**config.mk**
```make
export PLATFORM = sky130hd
export DESIGN_NAME = crc_check
export DESIGN_NICKNAME = d
export VERILOG_FILES = /design/src/rtl/crc_check.sv
export SDC_FILE = /design/constraint.sdc
export NUM_CORES = 1
export LEC_CHECK = 0
export CAP_MARGIN = 20
export CORE_UTILIZATION = 45
export CTS_BUF_LIST = sky130_fd_sc_hd__clkbuf_4 sky130_fd_sc_hd__clkbuf_8
export CTS_CLUSTER_SIZE = 10
export DETAILED_ROUTE_END_ITERATION = 7
export PLACE_DENSITY = 0.66
export SYNTH_ARGS = -nofsm -noshare
export SYNTH_HDL_FRONTEND = slang
export SYNTH_SLANG_ARGS = --single-unit
```
**constraint.sdc**
```tcl
create_clock -name clk_i -period 1.7 [get_ports clk_i]
set_input_delay 0.34 -clock clk_i [delete_from_list [all_inputs] [get_ports clk_i]]
set_output_delay 0.34 -clock clk_i [all_outputs]
set_load 0.05 [all_outputs]
```
**src/rtl/crc_check.sv**
```systemverilog
// Receive-side CRC checker: strips the trailing CRC field through a delay line,
// folds the payload into a running CRC and reports match/mismatch once per frame.
//
// state | meaning
// IDLE  | no word of the current frame accepted yet
// FILL  | delay line partly filled; nothing folded into the CRC yet
// RUN   | delay line full; each accepted beat folds the oldest word into the CRC
module crc_check #(
    parameter logic [63:0] POLY          = 64'h1021,
    parameter int          CRC_SIZE      = 16,
    parameter int          DATA_WIDTH    = 8,
    parameter logic [63:0] INIT          = 64'hffff,
    parameter bit          REF_IN        = 1'b1,
    parameter bit          REF_OUT       = 1'b1,
    parameter logic [63:0] XOR_OUT       = 64'h0000,
    parameter bit          CRC_LSB_FIRST = REF_OUT
) (
    input  logic                  clk_i,
    input  logic                  rst_i,
    input  logic                  soft_reset_i,
    input  logic                  valid_i,
    input  logic [DATA_WIDTH-1:0] data_i,
    input  logic                  last_i,
    output logic                  done_o,
    output logic                  crc_ok_o,
    output logic                  crc_err_o,
    output logic                  short_o,
    output logic [CRC_SIZE-1:0]   calc_crc_o,
    output logic [CRC_SIZE-1:0]   rx_crc_o
);

    localparam int CRC_WORDS = CRC_SIZE / DATA_WIDTH;
    localparam int CNT_W     = $clog2(CRC_WORDS + 1);

    localparam logic [CRC_SIZE-1:0] POLY_C    = POLY[CRC_SIZE-1:0];
    localparam logic [CRC_SIZE-1:0] INIT_C    = INIT[CRC_SIZE-1:0];
    localparam logic [CRC_SIZE-1:0] XOR_C     = XOR_OUT[CRC_SIZE-1:0];
    localparam logic [CNT_W-1:0]    CW_CNT    = CNT_W'(CRC_WORDS);
    localparam logic [CNT_W-1:0]    SHORT_LIM = CNT_W'(CRC_WORDS - 1);

    typedef enum logic [1:0] {
        IDLE = 2'd0,
        FILL = 2'd1,
        RUN  = 2'd2
    } state_t;

    function automatic logic [DATA_WIDTH-1:0] reflect_word(input logic [DATA_WIDTH-1:0] w);
        logic [DATA_WIDTH-1:0] r;
        for (int i = 0; i < DATA_WIDTH; i++) r[i] = w[DATA_WIDTH-1-i];
        return r;
    endfunction

    function automatic logic [CRC_SIZE-1:0] reflect_crc(input logic [CRC_SIZE-1:0] c);
        logic [CRC_SIZE-1:0] r;
        for (int i = 0; i < CRC_SIZE; i++) r[i] = c[CRC_SIZE-1-i];
        return r;
    endfunction

    // One DATA_WIDTH-bit parallel step, MSB of the (optionally reflected) word first.
    function automatic logic [CRC_SIZE-1:0] crc_step(input logic [CRC_SIZE-1:0] c_in,
                                                     input logic [DATA_WIDTH-1:0] w);
        logic [CRC_SIZE-1:0]   c;
        logic [DATA_WIDTH-1:0] d;
        logic                  fb;
        c = c_in;
        d = REF_IN ? reflect_word(w) : w;
        for (int i = DATA_WIDTH - 1; i >= 0; i--) begin
            fb = c[CRC_SIZE-1] ^ d[i];
            c  = c << 1;
            if (fb) c = c ^ POLY_C;
        end
        return c;
    endfunction

    state_t                state;
    logic [CNT_W-1:0]      count;
    logic [CRC_SIZE-1:0]   crc;
    logic [DATA_WIDTH-1:0] dline       [CRC_WORDS];
    logic [DATA_WIDTH-1:0] dline_shift [CRC_WORDS];

    logic [CRC_SIZE-1:0] crc_next;
    logic [CRC_SIZE-1:0] crc_final;
    logic [CRC_SIZE-1:0] rx_asm;
    logic [CNT_W-1:0]    count_inc;
    logic                short_now;
    logic                beat;
    logic                last_beat;

    logic                cap_valid;
    logic                cap_short;
    logic [CRC_SIZE-1:0] cap_calc;
    logic [CRC_SIZE-1:0] cap_rx;

    assign beat      = valid_i & ~soft_reset_i;
    assign last_beat = beat & last_i;

    always_comb begin
        for (int i = 0; i < CRC_WORDS - 1; i++) dline_shift[i] = dline[i+1];
        dline_shift[CRC_WORDS-1] = data_i;

        crc_next  = (state == RUN) ? crc_step(crc, dline[0]) : crc;
        crc_final = (REF_OUT ? reflect_crc(crc_next) : crc_next) ^ XOR_C;

        // dline_shift[0] is the first CRC word of the frame; short frames leave zeros in front.
        rx_asm = '0;
        for (int j = 0; j < CRC_WORDS; j++) begin
            if (CRC_LSB_FIRST) rx_asm[j*DATA_WIDTH +: DATA_WIDTH] = dline_shift[j];
            else rx_asm[(CRC_WORDS-1-j)*DATA_WIDTH +: DATA_WIDTH] = dline_shift[j];
        end

        count_inc = count + CNT_W'(1);
        short_now = (count < SHORT_LIM);
    end

    always_ff @(posedge clk_i) begin
        if (rst_i || soft_reset_i) begin
            state <= IDLE;
            count <= '0;
            crc   <= INIT_C;
            for (int i = 0; i < CRC_WORDS; i++) dline[i] <= '0;
        end else if (valid_i) begin
            if (last_i) begin
                state <= IDLE;
                count <= '0;
                crc   <= INIT_C;
                for (int i = 0; i < CRC_WORDS; i++) dline[i] <= '0;
            end else begin
                for (int i = 0; i < CRC_WORDS; i++) dline[i] <= dline_shift[i];
                crc <= crc_next;
                if (state != RUN) begin
                    count <= count_inc;
                    state <= (count_inc == CW_CNT) ? RUN : FILL;
                end
            end
        end
    end

    // Capture stage, independent of the input path so back-to-back frames never stall.
    always_ff @(posedge clk_i) begin
        if (rst_i) begin
            cap_valid <= 1'b0;
            cap_short <= 1'b0;
            cap_calc  <= '0;
            cap_rx    <= '0;
        end else begin
            cap_valid <= last_beat;
            if (last_beat) begin
                cap_calc  <= crc_final;
                cap_rx    <= rx_asm;
                cap_short <= short_now;
            end
        end
    end

    always_ff @(posedge clk_i) begin
        if (rst_i) begin
            done_o     <= 1'b0;
            crc_ok_o   <= 1'b0;
            crc_err_o  <= 1'b0;
            short_o    <= 1'b0;
            calc_crc_o <= '0;
            rx_crc_o   <= '0;
        end else begin
            done_o    <= cap_valid;
            crc_ok_o  <= cap_valid & ~cap_short & (cap_calc == cap_rx);
            crc_err_o <= cap_valid & (cap_short | (cap_calc != cap_rx));
            short_o   <= cap_valid & cap_short;
            if (cap_valid) begin
                calc_crc_o <= cap_calc;
                rx_crc_o   <= cap_rx;
            end
        end
    end

endmodule

```
# After elaboration in Yosys (flattened, before gate mapping)
# Memory sizes are Yosys's and may differ from the RTL's.
# Cells that the tools add are included.
# totals
regBits,90
ram_bits,16
in_bits,13
word_cells,82
mem_count,1
# memory_table
memory,words,width,read_ports,rd_ports_with_merged_regs,wr,line,text
dline,2,8,2,0,2,78,logic [DATA_WIDTH-1:0] dline [CRC_WORDS];
# op_classes
n_addsub,1
magnitude_cmp,1
eq_ne,5
n_mux,29
n_bitwise,29
reduce_logical,3
# op_table
op,count
$mux W13,8
$mux W16,2
$mux W8,4
$not A3 Y3,8
$eq A16 B16 Y1,1
$ne A16 B16 Y1,1
$mux W1,10
$mux W2,5
$xor A1 B1 Y1,8
$and A1 B1 Y1,6
$or A1 B1 Y1,5
$eq A2 B2 Y1 const B,2
$add A2 B1 Y2 const B,1
$lt A2 B1 Y1 const B,1
$ne A2 B2 Y1 const B,1
$not A1 Y1,2
$reduce_and A2 Y1,1
$reduce_bool A2 Y1,1
$logic_or A1 B1 Y1,1

# Logic depth before layout (Yosys ltp)
# Gate-level depths: netlist of the first run.
# An unclocked memory read counts as a cell.
# depth
depth_word,19
ltp_mapped,6
depth_no_buf,4

# Worst setup path after synthesis of the first run
# No wires, ideal clock.
# synth_timing
path_type,in2reg
startpoint,in valid_i
endpoint,reg crc[1]
setup_time_ns,0.122
arrival_ns,1.314
t_required_ns,1.578
slack_ns,0.265
path_stages,4
n_path_buf,1
cell_sequence,or3_1 -> buf_2 -> a21boi_4 -> o32a_1
# synth_lines
element,line,text
from (decl),21,"input logic valid_i,"
to (signal assigned),129,crc <= crc_next;
to (decl),77,logic [CRC_SIZE-1:0] crc;

==> results of run 1 <==
worst max-delay path by stage:
stage,startpoint,endpoint,slack [ns],cells after the start
finish,dline[0][0]$_SDFFCE_PN0P_,cap_calc[7]$_SDFFE_PP0P_,0.12,4
global route,dline[0][0]$_SDFFCE_PN0P_,cap_calc[7]$_SDFFE_PP0P_,0.04,4
CTS,dline[0][0]$_SDFFCE_PN0P_,cap_calc[7]$_SDFFE_PP0P_,0.14,4
detailed placement,soft_reset_i,cap_rx[15]$_SDFFE_PP0P_,-0.15,5
global placement,soft_reset_i,cap_rx[15]$_SDFFE_PP0P_,-0.14,5
floorplan,valid_i,crc[1]$_SDFFE_PP1P_,0.26,4
logic make-up (layout without fill, tap and decap cells):
family / Yosys count / after routing / share of synthesized area
mux: 39 / 39 / 0.0901
buf+inv: 27 / 94 / 0.0269
xor+xnor: 36 / 36 / 0.0866
compound gates: 64 / 64 / 0.0970
fa+ha+maj: 2 / 2 / 0.00577
simple gates: 159 / 159 / 0.167
flops: 106 / 106 / 0.527
layout make-up:
class	count	area [sq um]
Timing Repair Buffer	75	626
Tap cell	129	161
Inverter	3	11.3
Sequential cell	106	2280
Clock buffer	10	138
Clock inverter	6	52.6
Fill cell	855	4080
Multi-Input combinational cell	300	1940
critical path, cell delays in order, from the launching register on:
cell,delay [ns]
edfxtp_1,0.43
xnor2_2,0.18
xnor2_2,0.33
mux2i_1,0.39
a311oi_1,0.13
placed cells by master (no fill, tap or decap), types with 2 or more instances in the layout:
cell type,synthesis,final
ha_1,2,2
xor2_1,19,19
dfxtp_1,90,89
buf_4,1,60
inv_4,0,2
nand4_1,4,4
a211o_1,3,3
a21oi_1,32,32
nor3_1,4,4
a311oi_1,3,3
mux2i_1,39,39
clkdlybuf4s50_1,0,11
o221ai_1,3,3
a211oi_1,3,3
o211ai_1,2,2
nor2_1,65,64
buf_12,0,3
xnor2_2,8,8
nor4b_1,2,2
xnor2_1,9,9
nor4_1,3,3
nand2_1,50,50
inv_8,0,2
nand2b_1,2,2
clkbuf_8,0,10
a31oi_1,5,5
and2_1,21,21
nor2b_1,3,3
nand3_1,2,2
inv_1,3,3
inv_6,0,2
o21ai_0,4,4
edfxtp_1,16,16
metrics by stage:
| stage | std cells | hold WS [ns] | TNS, ns | util | worst slack [ns] |
|---|---|---|---|---|---|
| final | 629 | 0.361 | 0 | 0.561 | 0.118 |
| after global placement | 613 | 0.473 | -5.52 | 0.541 | -0.140 |
| after global routing | 629 | 0.350 | 0 | 0.561 | 0.0380 |
| after CTS | 629 | 0.362 | 0 | 0.561 | 0.135 |
| after detailed placement | 613 | 0.477 | -7.47 | 0.541 | -0.148 |
| after floorplan | 433 | 0.419 | 0 | - | 0.265 |
power groups by stage:
stage / clock network (mW) / registers [mW] / logic [mW]
2_1_floorplan: 0 / 2.70 / 0.208
3_3_place_gp: 0 / 2.71 / 0.345
3_5_place_dp: 0 / 2.71 / 0.349
4_1_cts: 1.55 / 2.65 / 0.351
5_1_grt: 1.65 / 2.66 / 0.382
6_report: 1.53 / 2.65 / 0.351
per-layer routing:
metal / global-route usage / wire length, microns
met1: 0.296 / 4830
met2: 0.342 / 4780
met3: 0.0286 / 350
met4: 0.0691 / 113
met5: 0 / 0
flip-flops by register name (all words and copies together), names as in the netlist:
name and flops:
calc_crc_o 16, cap_calc 16, cap_rx 16, cap_short 1
cap_valid 1, count 2, crc 16, crc_err_o 1
crc_ok_o 1, dline 16, done_o 1, rx_crc_o 16
short_o 1, state 2
==> run summary, run 1 <==
Combinational share of power: 0.077. STA classifies the critical path endpoint as a flip-flop. The placed instances occupy a cell area of 0.00502 sq mm.

The fraction of final layout cells sized beyond drive strength 1 works out to 0.188. The area growth from synthesis to layout is 20.2%. After synthesis, the most frequently instantiated cells are dfxtp_1, nor2_1, nand2_1. The switching component of the power was 1.17 mW; the ratio of total power to cell area was 870 mW/mm^2. The tools report the total global routing track utilization as 0.212.

The detail-routed net length per standard cell was 16.0 microns. For the pin with the worst max-slew slack, the measured transition is 0.335 ns. The path type of the worst min-delay path was in2reg. The die covers 0.0100 sq mm.

For the clock network fraction of design power, the log shows 0.337. The minimum period implied by the final worst setup slack works out to 1.58 ns. TritonCTS built the clock tree. The worst hold path depth works out to 2.

The run gives 0.585 as the share of power burned in registers. Launch point of the worst reg-to-reg path: dline[0][0]$_SDFFCE_PN0P_. The per-cell via count in the routed design is 5.08.

Setup repair after global routing left no endpoint under its margin. Category of the critical setup timing path: reg2reg. The internal power of the cells totals 3.36 mW. STA classifies the critical path startpoint as a flip-flop. Hold repair after CTS inserted 0 buffers. The final design instance area without fill came out at 0.00521 sq mm. The run gives 3 as the depth of the CTS H-tree. The die height was 100 microns.

For hold timing, the worst endpoint is state[1]$_SDFFE_PP0P_. The number of clock buffers added by TritonCTS is 9. Post-CTS timing repair inserted 0 buffers for setup. The synthesized netlist cell count was 433; the upper clock frequency limit was 0.632 GHz. The cell area that synthesis handed to floorplanning was 0.00433 sq mm.

Yosys mapped the design onto 42 distinct sky130hd cell types. For this design the top-level I/O count stands at 49. At the end of routability-driven placement, the weighted congestion stood at 0.817. Counting along the longest clock path gives a buffer depth of 2. Max-cap violations in this run came to 0. In this run the worst path has a maximum fanout of 4. The biggest area consumer among synthesized cells was dfxtp_1. The number of synthesized flops with an enable pin was 16. Clock tree synthesis selected as its root buffer the cell clkbuf_8. The tightest slew margin relative to the limit is 0.770.

The worst ir drop on vdd is 421 uV, and the number of gates resized after cts is 0. The repair_antennas step left the layout with diodes totalling 0. The logs give 0 for the number of warning messages in the yosys log and 4 for the detailed-router iteration count before antenna repair. The endpoint of the most critical register-to-register path was cap_calc[7]$_SDFFE_PP0P_.

The die span in x is 100 microns. The run gives 7440 microns as the estimated wirelength of the detail-placed design. The net count of the finished layout came out at 510. The tools report the required time at the worst-slack endpoint as 1.94 ns. The tools report the total vias in the final route as 3,195.

The worst hold path begins at rst_i. For the latest clock arrival within the worst-skew pair, the log shows 0.37 ns. Summing internal, switching and leakage power gives 4.53 mW. The total leakage power is 2.09 nW, and the count of state elements after synthesis is 106. The leading register cell type out of synthesis was dfxtp_1.

The fraction of registers with async set or reset after synthesis is 0. The total area inside the core boundary comes to 0.00928 sq mm. The arrival time at the worst endpoint came out at 1.82 ns. Ranked by total cell area, the synthesized netlist is headed by dfxtp_1, edfxtp_1, mux2i_1, nor2_1, nand2_1.

Synthesis produced a netlist with a net count of 448. The routed wire length is 10,100 microns, and the fraction of power spent switching nets is 0.259. For the initial antenna violation count, the log shows 0. Final period utilization: 0.931. The run gives 0.12 ns as the setup slack on the worst flop-to-flop path. For this block, the initial DRC count from the detailed router was 118. The initial core utilization is 0.467. The mean instance size in the synthesized netlist is 10.0 sq um. The post-route antenna net violation count was 0. The floorplan has 35 rows. The flow ran to the end, and the final reports show no timing, DRC or antenna violations. Counting cells, the worst reg-to-reg path comes to 4. The count of buffers added on input and output ports is 48. The count of pins over their slew limit is 0, and the top cell type's share of synthesized area is 0.416.

The number of failing setup endpoints in the final timing report came out at 0. For the wire length of the first global-routing pass, the log shows 16,300 microns. The tools report the maximum clock skew at final layout as 0.0133 ns. The clock sink total came out at 106. The via count of the first global-routing pass was 3,079. For the sequential cell area fraction in the yosys report, the log shows 0.527. The run gives 27 as the pin count of the biggest net entering global routing. For this run the aggregate overflow at the end of global routing stands at 0. For the final-report hold violation count, the log shows 0. In the post-synthesis netlist, the cell with the most instances is dfxtp_1. The post-route DRC violation count is 0, and the clock-pin slew reported for the worst setup and hold paths after clock tree synthesis is 0.11 ns.
Note: power is estimated with default switching activity, not from simulation.
==> run 2: changes to the inputs <==
--- a/config.mk
+++ b/config.mk
@@ -10,7 +10,7 @@
 export CTS_BUF_LIST = sky130_fd_sc_hd__clkbuf_4 sky130_fd_sc_hd__clkbuf_8
 export CTS_CLUSTER_SIZE = 10
 export DETAILED_ROUTE_END_ITERATION = 7
-export PLACE_DENSITY = 0.66
+export PLACE_DENSITY_LB_ADDON = 0.05
 export SYNTH_ARGS = -nofsm -noshare
 export SYNTH_HDL_FRONTEND = slang
 export SYNTH_SLANG_ARGS = --single-unit
==> run 2 against run 1 <==
  * Die area unchanged
  * Non-clock buffer count increased by 4
  * Register-to-register slack improved by 0.03 ns
  * Flip-flop and latch count unchanged
==> run summary, run 2 (same netlist as run 1, synthesis figures left out) <==
The I/O pin count is 49 (unchanged), and the latest clock arrival within the worst-skew pair is 0.38 ns (about the same). The fraction of final layout cells sized beyond drive strength 1 works out to 0.194 (+0.00644). Number of violations of the max-capacitance limit: 0 (unchanged). The die span in x works out to 100 microns (unchanged). The tools report the residual overflow from global routing as 0 (unchanged). The switching component of the power came out at 1.23 mW (+5.1%).

In the layout the commonest cells are dfxtp_1, nor2_1, buf_4, nand2_1, mux2i_1. The highest fanout seen on the critical path was 4 (unchanged). Leaving out fill and tap cells, the most frequent cell in the layout is dfxtp_1. The initial core utilization came out at 0.467 (unchanged). The setup path with the least slack is of type reg2reg. The tools report the upper clock frequency limit as 0.644 GHz (+1.9%). The run gives 0 (unchanged) as the count of pins over their slew limit.

The kind of start point of the critical path is a flip-flop. For the total global routing track utilization, the log shows 0.218 (+0.00596). The area growth from synthesis to layout is 21.8%.

The worst hold path belongs to the class in2reg. The worst-case clock buffer depth came out at 2 (unchanged). The logs give 0 (unchanged) for the post-CTS setup buffer count and 0 (unchanged) for the number of gates resized after cts.

The most frequent cell on the critical path is xnor2_2. For the number of DRC markers in iteration 0, the log shows 138 (+17%). The via count of the first global-routing pass was 3,073 (-0.19%). The ratio of total power to cell area was 868 mW/mm^2 (-0.15%); the worst ir drop on vdd was 410 uV (-2.7%). The critical path goes through xnor2_2, xnor2_2, mux2i_1, a311oi_1. The number of instances in the placed design came out at 617 (+0.65%). The pin count of the biggest net entering global routing is 27 (unchanged), and the post-route DRC violation count is 0 (unchanged). The run gives 35 (unchanged) as the row count. Setup repair after global routing left no endpoint under its margin.

For the final-report hold violation count, the log shows 0 (unchanged). The flow ran to the end, and the final reports show no timing, DRC or antenna violations. Among cell families on the critical path, the largest total delay comes from XOR/XNOR gates.

The estimated wirelength of the detail-placed design is 7530 microns (+1.3%), and the per-cell via count in the routed design is 5.06 (-0.29%). The fraction of power spent switching nets was 0.268 (+0.00993); the total leakage power was 2.11 nW (+1.2%). The number of buffers inserted by hold repair at cts is 0 (unchanged).

Root cell of the clock tree: clkbuf_8. The number of buffers created by CTS came out at 9 (unchanged). The tools report the overall die area as 0.0100 sq mm (unchanged). The logs give 1.81 ns (about the same) for the arrival time at the worst endpoint and 0 (unchanged) for the post-route antenna net violation count.

TritonCTS built the clock tree. The share of power burned in registers was 0.578 (-0.007); the peak per-stage delay on the critical path was 0.42 ns (about the same). The total cell area at the placement stage was 0.00507 sq mm (+1.1%). The count of filler cells inserted in the layout is 873 (+2.1%).

STA classifies the critical path endpoint as a flip-flop. The combinational share of power was 0.081 (+0.004); the initial antenna violation count was 0 (unchanged). The final period utilization is 0.913 (-0.0177). Slew at the pin closest to its max-slew limit: 0.337 ns (+0.00195 ns). The wire length of the first global-routing pass came out at 16,200 microns (-0.34%).

The clock-pin slew reported for the worst setup and hold paths after clock tree synthesis came out at 0.11 ns (about the same). The tools report the clock network fraction of design power as 0.341 (+0.004). The net count of the finished layout is 514 (+0.78%).

The depth of the CTS H-tree is 3 (unchanged), and the routed wire length is 10,100 microns (+0.36%). The detail-routed net length per standard cell is 16.0 microns (-0.28%), and the number of antenna diodes is 0 (unchanged). The run gives 4 (unchanged) as the detailed-router iteration count before antenna repair. The maximum clock skew at final layout was 0.0130 ns (-0.000336 ns). The logs give 0 (unchanged) for the number of failing setup endpoints in the final timing report and 106 (unchanged) for the clock sink total. Count of buffers from port buffering: 48 (unchanged). The required time at the worst-slack endpoint was 1.96 ns (+0.02 ns).

The run gives 3,206 (+0.34%) as the total vias in the final route. Tightest slew margin relative to the limit: 0.774 (+0.00399). The critical path buffer and inverter count is 0 (unchanged).

The minimum period implied by the final worst setup slack is 1.55 ns (-0.0302 ns). For the final design instance area without fill, the log shows 0.00528 sq mm (+1.3%). The run gives 0.568 (+0.00741) as the final cell utilization of the core.

The run gives 0.00928 sq mm (unchanged) as the area of the core. Die height: 100 microns (unchanged). Internal power component: 3.35 mW (-0.19%).

Among all stages on the critical path, the largest delay is contributed by edfxtp_1. The run gives 633 (+0.64%) as the non-filler instance count after layout. Global placer's final weighted congestion: 0.814 (-0.46%).
==> run 2: changes by cell type in the layout (fill, tap and decap cells not counted) <==
cell        change
clkinvlp_4      +1
clkbuf_8        -1
inv_4           -2
buf_4           +2
clkinv_8        +2
buf_12          +2
==> run 2: power by group through the flow <==
stage               registers, mW  logic [mW]  clock network [mW]
floorplan                    2.70       0.208                   0
global placement             2.71       0.369                   0
detailed placement           2.71       0.372                   0
CTS                          2.65       0.374                1.62
global route                 2.66       0.408                1.72
finish                       2.65       0.371                1.56
==> run 2: worst reg2reg max path, cell delays in order, from the launching register on <==
cell and delay (ns):
edfxtp_1 0.42, xnor2_2 0.20, xnor2_2 0.34, mux2i_1 0.35
a311oi_1 0.14
==> run 2: stage by stage <==
step / hold WS (ns) / TNS, ns / total power [mW] / worst slack [ns]
after floorplan: 0.419 / 0 / 2.91 / 0.265
after global placement: 0.465 / -7.38 / 3.08 / -0.143
after detailed placement: 0.477 / -8.66 / 3.08 / -0.177
after CTS: 0.334 / 0 / 4.64 / 0.149
after global routing: 0.333 / 0 / 4.79 / 0.0325
final: 0.355 / 0 / 4.58 / 0.148
==> run 2: final timing paths <==
check                                 start  cells after the start  slack, ns                       end
setup / recovery  dline[0][2]$_SDFFCE_PN0P_                      4       0.15  cap_calc[2]$_SDFFE_PP0P_
hold / removal                        rst_i                      2       0.35     state[1]$_SDFFE_PP0P_
setup reg to reg  dline[0][2]$_SDFFCE_PN0P_                      4       0.15  cap_calc[2]$_SDFFE_PP0P_
hold reg to reg      cap_short$_SDFFE_PP0P_                      1       0.49       crc_ok_o$_SDFF_PP0_
==> run 2: layout make-up <==
cell class	count	area, sq um	area share
multi-input combinational	300	1940	0.367
tap	129	161	0.0306
clock buffer	9	124	0.0235
clock inverter	7	80.1	0.0152
timing repair buffer	79	681	0.129
inverter	3	11.3	0.00213
sequential	106	2280	0.433
==> run 2: per-layer routing <==
metal | vias up | wire length (microns) | global-route usage
met4 | 0 | 142 | 0.0702
met2 | 60 | 4860 | 0.354
li1 | 1613 | - | -
met1 | 1518 | 4790 | 0.299
met5 | - | 0 | 0
met3 | 15 | 318 | 0.0348
